`config.mk`:
```
export PLATFORM = sky130hd
export DESIGN_NAME = if_fetch_queue
export DESIGN_NICKNAME = d
export VERILOG_FILES = /design/src/rtl/if_pkg.sv /design/src/rtl/ifq_fifo.sv /design/src/rtl/if_fetch_queue.sv
export SDC_FILE = /design/constraint.sdc
export NUM_CORES = 1
export LEC_CHECK = 0
export ABC_CLOCK_PERIOD_IN_PS = 3700
export BUFFER_PORTS_ARGS = -buffer_cell sky130_fd_sc_hd__buf_2
export CAP_MARGIN = 20
export CORE_UTILIZATION = 35
export DETAILED_ROUTE_END_ITERATION = 10
export SLEW_MARGIN = 20
export SYNTH_ARGS = -nofsm -noshare
export SYNTH_HDL_FRONTEND = slang
export SYNTH_SLANG_ARGS = --single-unit
```
`constraint.sdc`:
```
create_clock -name clk -period 3.7 [get_ports clk]
set_input_delay 0.37 -clock clk [delete_from_list [all_inputs] [get_ports clk]]
set_output_delay 0.37 -clock clk [all_outputs]
set_load 0.05 [all_outputs]
```
`src/rtl/if_pkg.sv`:
```
// Shared constants, entry type and address-map helper for the instruction fetch queue.
package if_pkg;

    localparam logic [31:0] RESET_PC   = 32'hBFC0_0000;
    localparam logic [31:0] EXC_VECTOR = 32'hBFC0_0380;
    localparam logic [31:0] KSEG0_BASE = 32'h8000_0000;
    localparam logic [31:0] KSEG1_TOP  = 32'hBFFF_FFFF;

    typedef struct packed {
        logic [31:0] pc;
        logic [31:0] instr;
    } ifq_entry_t;

    // KSEG0/KSEG1 are unmapped windows onto the low 512 MiB; everything else passes through.
    function automatic logic [31:0] phys_addr(input logic [31:0] va);
        if (va >= KSEG0_BASE && va <= KSEG1_TOP) begin
            return {3'b000, va[28:0]};
        end
        return va;
    endfunction

endpackage

```
`src/rtl/ifq_fifo.sv`:
```
// Synchronous FIFO with push/pop/flush and occupancy count; push while full is legal with a pop.
module ifq_fifo #(
    parameter int DW    = 64,
    parameter int DEPTH = 4
) (
    input  logic                   clk,
    input  logic                   aresetn,
    input  logic                   i_push,
    input  logic                   i_pop,
    input  logic                   i_flush,
    input  logic [DW-1:0]          i_data,
    output logic [DW-1:0]          o_data,
    output logic [$clog2(DEPTH):0] o_count
);

    localparam int AW = (DEPTH > 1) ? $clog2(DEPTH) : 1;
    localparam int CW = $clog2(DEPTH) + 1;

    logic [DW-1:0] r_mem [DEPTH];
    logic [AW-1:0] r_wr_ptr;
    logic [AW-1:0] r_rd_ptr;
    logic [CW-1:0] r_count;

    logic w_empty;
    logic w_full;
    logic w_pop;
    logic w_push;

    function automatic logic [AW-1:0] ptr_inc(input logic [AW-1:0] p);
        return (p == AW'(DEPTH - 1)) ? '0 : p + AW'(1);
    endfunction

    assign w_empty = (r_count == '0);
    assign w_full  = (r_count == CW'(DEPTH));
    assign w_pop   = i_pop && !w_empty;
    assign w_push  = i_push && (!w_full || w_pop);

    always_ff @(posedge clk) begin
        if (!aresetn || i_flush) begin
            r_wr_ptr <= '0;
            r_rd_ptr <= '0;
            r_count  <= '0;
        end else begin
            if (w_push) r_wr_ptr <= ptr_inc(r_wr_ptr);
            if (w_pop)  r_rd_ptr <= ptr_inc(r_rd_ptr);
            if (w_push && !w_pop) begin
                r_count <= r_count + CW'(1);
            end else if (!w_push && w_pop) begin
                r_count <= r_count - CW'(1);
            end
        end
    end

    always_ff @(posedge clk) begin
        if (w_push && !i_flush) r_mem[r_wr_ptr] <= i_data;
    end

    assign o_data  = r_mem[r_rd_ptr];
    assign o_count = r_count;

endmodule

```
`src/rtl/if_fetch_queue.sv`:
```
// Instruction fetch front end: SRAM-like request issue, in-order response tracking and decode queue.
// Optional macro IFQ_BYPASS_EN lets a response reach decode in the same cycle when the queue is empty.
module if_fetch_queue #(
    parameter int WIDTH   = 32,
    parameter int DEPTH   = 4,
    parameter int MAX_OUT = 2
) (
    input  logic                   clk,
    input  logic                   aresetn,
    input  logic                   exc_valid,
    input  logic                   redirect_valid,
    input  logic [WIDTH-1:0]       redirect_pc,
    output logic                   deq_valid,
    input  logic                   deq_ready,
    output logic [WIDTH-1:0]       deq_pc,
    output logic [WIDTH-1:0]       deq_instr,
    output logic                   inst_req,
    output logic                   inst_wr,
    output logic [1:0]             inst_size,
    output logic [31:0]            inst_addr,
    output logic [31:0]            inst_wdata,
    input  logic [31:0]            inst_rdata,
    input  logic                   inst_addr_ok,
    input  logic                   inst_data_ok,
    output logic [$clog2(DEPTH):0] q_count
);
    import if_pkg::*;

    localparam int QCW = $clog2(DEPTH) + 1;
    localparam int OCW = $clog2(MAX_OUT) + 1;
    localparam int EW  = 2 * WIDTH;

    logic [WIDTH-1:0] r_fetch_pc;
    logic [WIDTH-1:0] r_lock_pc;
    logic             r_lock;
    logic             r_stale;
    logic [OCW-1:0]   r_discard;

    logic             w_redirect;
    logic [WIDTH-1:0] w_target;
    logic [WIDTH-1:0] w_req_pc;
    logic [WIDTH-1:0] w_pend_pc;
    logic [OCW-1:0]   w_out;
    logic [QCW-1:0]   w_qcount;
    logic [31:0]      w_occ;
    logic             w_can_issue;
    logic             w_req;
    logic             w_accept;
    logic             w_drop;
    logic             w_keep;
    logic             w_q_empty;
    logic             w_q_push;
    logic             w_q_pop;
    logic [EW-1:0]    w_q_wdata;
    logic [EW-1:0]    w_q_rdata;

    assign w_redirect = exc_valid || redirect_valid;
    assign w_target   = exc_valid ? WIDTH'(EXC_VECTOR) : redirect_pc;

    // Queue occupancy plus in-flight requests reserves a slot for every response before it is asked for.
    assign w_occ       = 32'(w_qcount) + 32'(w_out);
    assign w_can_issue = (r_discard == '0) && (32'(w_out) < 32'(MAX_OUT)) && (w_occ < 32'(DEPTH));
    assign w_req       = aresetn && (r_lock || w_can_issue);
    assign w_req_pc    = r_lock ? r_lock_pc : r_fetch_pc;
    assign w_accept    = w_req && inst_addr_ok;
    assign w_drop      = (r_discard != '0);
    assign w_keep      = inst_data_ok && !w_drop && !w_redirect;

    assign inst_req   = w_req;
    assign inst_addr  = phys_addr(32'(w_req_pc));
    assign inst_wr    = 1'b0;
    assign inst_size  = 2'b10;
    assign inst_wdata = 32'h0;

    ifq_fifo #(.DW(WIDTH), .DEPTH(MAX_OUT)) u_pend (
        .clk     (clk),
        .aresetn (aresetn),
        .i_push  (w_accept),
        .i_pop   (inst_data_ok),
        .i_flush (1'b0),
        .i_data  (w_req_pc),
        .o_data  (w_pend_pc),
        .o_count (w_out)
    );

    assign w_q_wdata = {w_pend_pc, WIDTH'(inst_rdata)};
    assign w_q_empty = (w_qcount == '0);

    ifq_fifo #(.DW(EW), .DEPTH(DEPTH)) u_queue (
        .clk     (clk),
        .aresetn (aresetn),
        .i_push  (w_q_push),
        .i_pop   (w_q_pop),
        .i_flush (w_redirect),
        .i_data  (w_q_wdata),
        .o_data  (w_q_rdata),
        .o_count (w_qcount)
    );

    // Decode handshake: an entry transfers on any cycle with deq_valid && deq_ready; the
    // producer holds deq_pc/deq_instr stable while deq_valid is high and deq_ready is low.
`ifdef IFQ_BYPASS_EN
    logic w_bypass;
    assign w_bypass  = w_q_empty && w_keep;
    assign w_q_push  = w_keep && !(w_bypass && deq_ready);
    assign deq_valid = aresetn && (!w_q_empty || w_bypass);
    assign deq_pc    = w_q_empty ? w_pend_pc : w_q_rdata[EW-1:WIDTH];
    assign deq_instr = w_q_empty ? WIDTH'(inst_rdata) : w_q_rdata[WIDTH-1:0];
`else
    assign w_q_push  = w_keep;
    assign deq_valid = aresetn && !w_q_empty;
    assign deq_pc    = w_q_rdata[EW-1:WIDTH];
    assign deq_instr = w_q_rdata[WIDTH-1:0];
`endif

    assign w_q_pop = deq_valid && deq_ready && !w_q_empty;
    assign q_count = w_qcount;

    always_ff @(posedge clk) begin
        if (!aresetn) begin
            r_fetch_pc <= WIDTH'(RESET_PC);
            r_lock_pc  <= '0;
            r_lock     <= 1'b0;
            r_stale    <= 1'b0;
            r_discard  <= '0;
        end else begin
            if (w_redirect) begin
                r_fetch_pc <= w_target;
            end else if (w_accept && !r_stale) begin
                r_fetch_pc <= r_fetch_pc + WIDTH'(4);
            end

            // A stale locked request must not advance the already-redirected fetch PC.
            if (w_req && !inst_addr_ok) begin
                r_lock    <= 1'b1;
                r_lock_pc <= w_req_pc;
                if (w_redirect) r_stale <= 1'b1;
            end else if (w_accept) begin
                r_lock  <= 1'b0;
                r_stale <= 1'b0;
            end

            // After a redirect every response still owed (including a locked request) is stale.
            if (w_redirect) begin
                r_discard <= w_out + OCW'(w_req) - OCW'(inst_data_ok);
            end else if (inst_data_ok && w_drop) begin
                r_discard <= r_discard - OCW'(1);
            end
        end
    end

endmodule
```
* Word level (Yosys, flattened, before mapping) *
Memories as Yosys holds them, arrays and structs flattened. A register that Yosys moved wholly into a read port is not among the register bits.
Cells that the tools add are included.

storage, ports and cells
  logic and storage cells = 114
  bits in writable memories = 320
  output and inout port bits = 136
  flip-flop bits (word level) = 79
  memories = 2

cells by class
  reductions and logical operators = 50
  add/subtract/negate cells = 13
  mux-type cells = 29
  equality and inequality tests = 5
  order comparisons = 4

memories
  name           depth  width  read ports  clocked after memory_dff  write ports  RTL line        source
  u_queue.r_mem  4      64     1           1                         1            ifq_fifo.sv:19  logic [DW-1:0] r_mem [DEPTH];
  u_pend.r_mem   2      32     1           1                         1            ifq_fifo.sv:19

operators with widths
  kind                     count
  $mux W32                 6
  $add A32 B3 Y32 const B  1
  $ge A32 B32 Y1 const B   1
  $le A32 B32 Y1 const B   1
  $logic_and A1 B1 Y1      22
  $mux W2                  8
  $logic_not A1 Y1         13
  $mux W1                  13
  $reduce_bool A2 Y1       6
  $add A2 B1 Y2 const B    3
  $eq A2 B2 Y1 const B     3
  $mux W3                  2
  $logic_or A1 B1 Y1       5
  $add A3 B2 Y4            1
  $logic_not A2 Y1         2
  $lt A4 B3 Y1 const B     1
  $sub A2 B1 Y2 const B    2
  $add A3 B1 Y3 const B    1
  $eq A3 B3 Y1 const B     1
  $logic_not A3 Y1         1
  $sub A3 B1 Y3 const B    1
  $add A1 B1 Y1 const B    2
  $add A2 B1 Y2            1
  $lt A2 B2 Y1 const B     1
  3 further kinds          3

* Logic depth before layout (Yosys ltp) *
  depth in word-level cells = 12
  gate-level depth with buffers = 11
  depth with buffers taken out = 11

* By module *
From an unflattened synthesis, not the netlist that was laid out.

second synthesis, totals
  cells, all modules = 1049
  area, all modules = 16553.4 µm²

modules (own cells, without submodules)
  module              area each (µm²)  sequential area each (µm²)  cells each  times used
  ifq_fifo (u_queue)  9736.8           7867.5                      383         1
  if_fetch_queue      4269.1           1361.3                      540         1
  ifq_fifo (u_pend)   2547.4           2021.9                      126         1

* Worst setup path before layout *
No wires, ideal clock.

  path kind = register to register
  start point = reg u_queue.r_count[1], in the netlist u_queue.o_count[1]
  end point = mem u_pend.r_mem[0][0] (netlist name) (enable)
  cell stages (with the launch flop) = 6
  library setup time = 0.425 ns
  period minus slack after synthesis = 3.549 ns
  data arrival time = 3.124 ns
  path buffers = 0
  required time = 3.275 ns
  path slack = 0.151 ns
  cells stage by stage = dfxtp_1 -> ha_1 -> nand4b_1 -> o2111ai_1 -> a21oi_1 -> nor2b_1

on the way
  cells in the longest elaborated chain, start to end = 9

RTL lines
  what                           RTL line              source
  from (decl)                    ifq_fifo.sv:22        logic [CW-1:0] r_count;
  from (signal assigned)         ifq_fifo.sv:47        r_count <= r_count + CW'(1);
  from (signal assigned)         ifq_fifo.sv:49        r_count <= r_count - CW'(1);
  $add A3 B2 Y4                  if_fetch_queue.sv:61  assign w_occ = 32'(w_qcount) + 32'(w_out);
  $lt A4 B3 Y1                   if_fetch_queue.sv:62  assign w_can_issue = (r_discard == '0) && (32'(w_out) < 32'(MAX_OUT)) && (w_occ < 32'(DEPTH));
  $logic_and A1 B1 Y1            if_fetch_queue.sv:62
  $logic_or A1 B1 Y1             if_fetch_queue.sv:63  assign w_req = aresetn && (r_lock || w_can_issue);
  $logic_and A1 B1 Y1            if_fetch_queue.sv:63
  $logic_and A1 B1 Y1            if_fetch_queue.sv:65  assign w_accept = w_req && inst_addr_ok;
  $logic_and A1 B1 Y1            ifq_fifo.sv:36        assign w_push = i_push && (!w_full || w_pop);
  $mux W1                        ifq_fifo.sv:55        if (w_push && !i_flush) r_mem[r_wr_ptr] <= i_data;
  $mux W1 (implied by the code)  ifq_fifo.sv:55
  to (decl)                      ifq_fifo.sv:19

Every way passes these cells.

* Worst setup path in the final report *
  start point = reg r_lock
  end point = out inst_addr[29]

on the way
  cells in the longest elaborated chain, start to end = 5
  elaborated cells on any way between the ends = 6

RTL lines
  what                                                     RTL line               source
  from (decl)                                              if_fetch_queue.sv:35   logic r_lock;
  from (signal assigned)                                   if_fetch_queue.sv:123  r_lock <= 1'b0;
  from (signal assigned)                                   if_fetch_queue.sv:135  r_lock <= 1'b1;
  from (signal assigned)                                   if_fetch_queue.sv:139  r_lock <= 1'b0;
  $mux W32 (*)                                             if_fetch_queue.sv:64   assign w_req_pc = r_lock ? r_lock_pc : r_fetch_pc;
  net u_pend.i_data[31]                                    ifq_fifo.sv:11         input logic [DW-1:0] i_data,
  $ge A32 B32 Y1 / $le A32 B32 Y1 (equally long branches)  if_pkg.sv:16           if (va >= KSEG0_BASE && va <= KSEG1_TOP) begin
  $logic_and A1 B1 Y1 (*)                                  if_pkg.sv:16
  $mux W1 (*)                                              if_pkg.sv:16
  $mux W32 (*)                                             if_pkg.sv:19           return va;
  to (decl)                                                if_fetch_queue.sv:20   output logic [31:0] inst_addr,

The timed path passes the listed nets; every way through them passes the cells marked *.

==> impl_summary.md <==
Outcome
The run finished with clean final reports.

Floorplanning
The total core area is 46500 sq um. The die covers between 40000 and 50000 sq um. The starting density of the core is 35.4%. The die width is approximately 220 um. The total I/O pin count is 207. The standard-cell row count is ~80.

The die outline height is 219 um.

Synth
In this run, synthesis inferred between 300 and 400 flip-flops with an integrated enable. The mapped netlist covers about 16000 sq um. The average size of a mapped cell is around 16 sq um. The number of storage elements in the synthesis netlist is approximately 400.

For this run, asynchronously set or reset flops after synthesis account for 0%. For this run, the number of Yosys warnings is 0. The synthesized netlist contains 71 unique library cells.

For this run, the leading register cell type out of synthesis is edfxtp_1. After synthesis, flip-flops and latches occupy between 60 and 70% of the total area. In the synthesized netlist, the number of instances is 1049.

STA
For the final database, setup skew stands at between 15 and 20 ps. The number of slew-limit violations in the final report is 0. The share of the clock period used by the worst path after layout is between 70 and 80%. The minimum clock period is between 2000 and 3000 ps.

For the final routed database, the setup TNS stands at 0 ps. In this run the tightest slew margin relative to its limit is between 20 and 30%. Setup violations remaining at the end of the flow were counted as 0. The hold violation total from the final report is 0. The timing-limited maximum frequency is 352 MHz. Setup repair after global routing left no endpoint under its margin. At the pin with the least slew margin, the transition time is between 1000 and 1500 ps.

Clock tree
The maximum clock path buffer count is 3. TritonCTS built the clock tree. The number of sinks driven by the clock tree is 402. The cell at the root of the clock tree is clkbuf_16. After clock tree synthesis, the flow added hold-fix buffers numbering 5. The total setup buffers inserted after CTS is 0. After clock tree synthesis, the repair step resized 0 gates. After clock tree synthesis, the clock-pin slew on the worst setup and hold paths is about 60 ps. The number of CTS-inserted buffers is between 40 and 50. The clock latency at the later pin of the worst-skew pair is ~560 ps. In this run the number of H-tree levels came out at 2.

Place
The number of input and output port buffers inserted is 171. Detailed placement ended at an HPWL of 24.4 mm. The last weighted congestion value of the routability-driven placer is around 0.8. Once placement completed, the tool counted placed cells totaling ~1.8k.

Finish
Leaving out fill and tap cells, the most frequent cells in the layout are edfxtp_1, buf_2, nand2_1, dfxtp_1, mux4_2. The fraction of layout cells with a size suffix above 1 is roughly a third. At the end of the flow, the number of nets in the layout was between 1k and 1.5k.

The number of filler cells placed in the layout is roughly 4.3k. The non-filler instance count after layout is roughly 1.9k. The repair_antennas step left the layout with diodes totalling 0. The most common cell after layout, fill and taps aside is edfxtp_1. The synthesis-to-finish area growth is 16.7%.

Global route
The number of antenna violations at the first check in global routing is 0. For this run, the total global-route usage over all layers was measured as 15.7%. Entering global routing, the biggest net connects 65 pins. The first-pass GRT wire length is about 56 mm. Global routing finished with a remaining overflow of 0. The number of global-route vias before repair was between 9k and 10k.

Critical path
STA classifies the critical path startpoint as a flop. The most critical setup path has its endpoint at inst_addr[29]. The highest net fanout along the worst path is 34. The start of the worst register-to-register path is u_pend.o_count[1]$_SDFFE_PN0P_.

The critical path starts at r_lock$_SDFFE_PN0P_. The largest single stage delay on the critical path is 430 ps. The worst register-to-register path ends at u_pend.r_mem[0][28]$_DFFE_PP_.

The worst setup path is of the reg2out kind. For flop-to-flop paths, the worst setup slack is approximately 1100 ps. The worst endpoint data arrival time is approximately 2500 ps.

The number of buffers and inverters on the critical path is 3. Traced cell by cell, the critical path runs through buf_4 > mux2i_1 > inv_1 > a21oi_1 > buf_2. The critical path's slowest cell is buf_4.

The family with the most delay on the worst path is buffers and inverters. The number of cell instances on the worst register-to-register path is 6. Data on the critical path is required at its endpoint by about 3300 ps.

Counting buffers and inverters, the worst setup path is 5 cells deep. The type of destination of the critical path is an output port.

Power and ir drop
The share of total power dissipated in sequential elements is a little under half. In this run the static leakage power is between 6 and 7 nW. The proportion of total power due to net switching is 26.7%. The peak ir drop on the vdd network is ~340 uV. In this run the power density over the cells is between 500 and 600 nW/um^2. Per report_power, the clock group accounts for a little under two fifths of the total. Overall power consumption after layout is estimated at 11.1 mW. The switching power total is about 3.0 mW.

The internal portion of the total power is ~8.2 mW. The share of total power in combinational logic is between 10 and 15%.

Worst hold path
Along the worst hold path, the cell count comes to 1. The min-delay analysis places its worst path in the category in2reg.

Routing
The detail route stage leaves a number of antenna-violating nets equal to 0. The first detailed-routing pass took 5 iterations. The total number of vias is roughly 9k. The via density per instance is about 5. After the first detailed-routing iteration, the DRC count stood at around 700. In the final routed layout, each cell accounts on average for 20.4 um. In the routed design, unresolved DRC markers number 0. The routed wire length is approximately 38 mm.

Job
Max-cap violations in this run came to 0.
layout make-up:
class,instances,area [sq um],area share (%)
clock inverter,26,185,0.965
tap,607,759,3.96
inverter,20,75.1,0.391
multi-input combinational,544,4560,23.7
clock buffer,53,1200,6.24
timing repair buffer,201,1160,6.03
sequential,402,11300,58.7
kinds of logic after synthesis:
kind of cell	after synthesis	synth area share, %
DFF	402	68.5
and+or+nand+nor	234	7.06
buffers and inverters	136	4.68
muxes	135	13.5
AOI/OAI and AO/OA	112	4.39
xor gates and xnor gates	15	0.799
adders and majority gates	13	1.04
other	2	0.0457
power by group through the flow:
stage / sequential (mW) / combinational [mW] / clock [mW]
finish: 5.35 / 1.60 / 4.19
global route: 5.37 / 1.73 / 4.45
CTS: 5.35 / 1.62 / 4.29
detailed placement: 5.44 / 1.61 / 0
global placement: 5.44 / 1.59 / 0
floorplan: 5.40 / 1.24 / 0
flip-flops by register name (all words and copies together), names as in the netlist, named ones only:
signal,count
r_discard,2
u_pend.r_mem,64
u_queue.r_wr_ptr,2
u_queue.o_count,3
r_stale,1
u_queue.r_rd_ptr,2
u_pend.o_count,2
r_lock,1
u_queue.r_mem,256
u_pend.r_wr_ptr,1
r_fetch_pc,32
r_lock_pc,32
u_pend.r_rd_ptr,1
cell usage after synthesis, drive strengths merged, types with 3 or more instances:
cell	number	area (sq um)
or3	5	31.3
a211oi	6	45.0
and3	4	27.5
xor2	8	70.1
mux2i	12	120
nor3	21	121
mux4	64	1440
clkbuf	26	98.8
xnor2	7	61.3
nor4	3	40.0
or4	3	22.5
dfxtp	82	1640
nand2	89	337
mux2	59	664
edfxtp	320	9610
nor2b	4	25.0
o21ai	21	105
inv	20	75.1
o2111ai	3	26.3
nand2b	3	18.8
a21oi	45	225
o211ai	4	30.0
and2	9	57.6
o31a	3	27.5
buf	90	596
nand3	37	185
nor2	43	161
ha	12	150
nand4	8	77.6
worst min path at each step:
| stage | to | start | slack (ps) |
|---|---|---|---|
| after CTS | u_queue.r_mem[2][21]$_DFFE_PP_ | inst_rdata[21] | 0.8 |
| after floorplan | r_lock_pc[10]$_SDFFE_PN0P_ | r_lock_pc[10]$_SDFFE_PN0P_ | 430 |
| after global routing | u_queue.r_mem[2][16]$_DFFE_PP_ | inst_rdata[16] | 10 |
| after global placement | r_lock_pc[7]$_SDFFE_PN0P_ | r_lock_pc[7]$_SDFFE_PN0P_ | 440 |
| final | u_queue.r_mem[3][3]$_DFFE_PP_ | inst_rdata[3] | 40 |
| after detailed placement | r_lock_pc[13]$_SDFFE_PN0P_ | r_lock_pc[13]$_SDFFE_PN0P_ | 440 |
routing by layer:
metal / wire, um / GRT usage (%) / part of all wire [%]
met1: 16600 / 21.5 / 44
met2: 18000 / 25.1 / 48
met3: 2540 / 3.59 / 6.7
met4: 621 / 3.77 / 1.6
met5: 0 / 0 / 0
metrics by stage:
stage	setup WS [ps]	hold WS [ps]	util, %	area, sq um
floorplan	151	431	-	16600
global placement	1200	437	38.2	17800
detailed placement	1160	444	38.2	17800
CTS	796	0.835	41.3	19200
global route	702	15.0	41.3	19200
finish	859	40.4	41.3	19200
No activity file was read; power rests on OpenSTA's default activity.
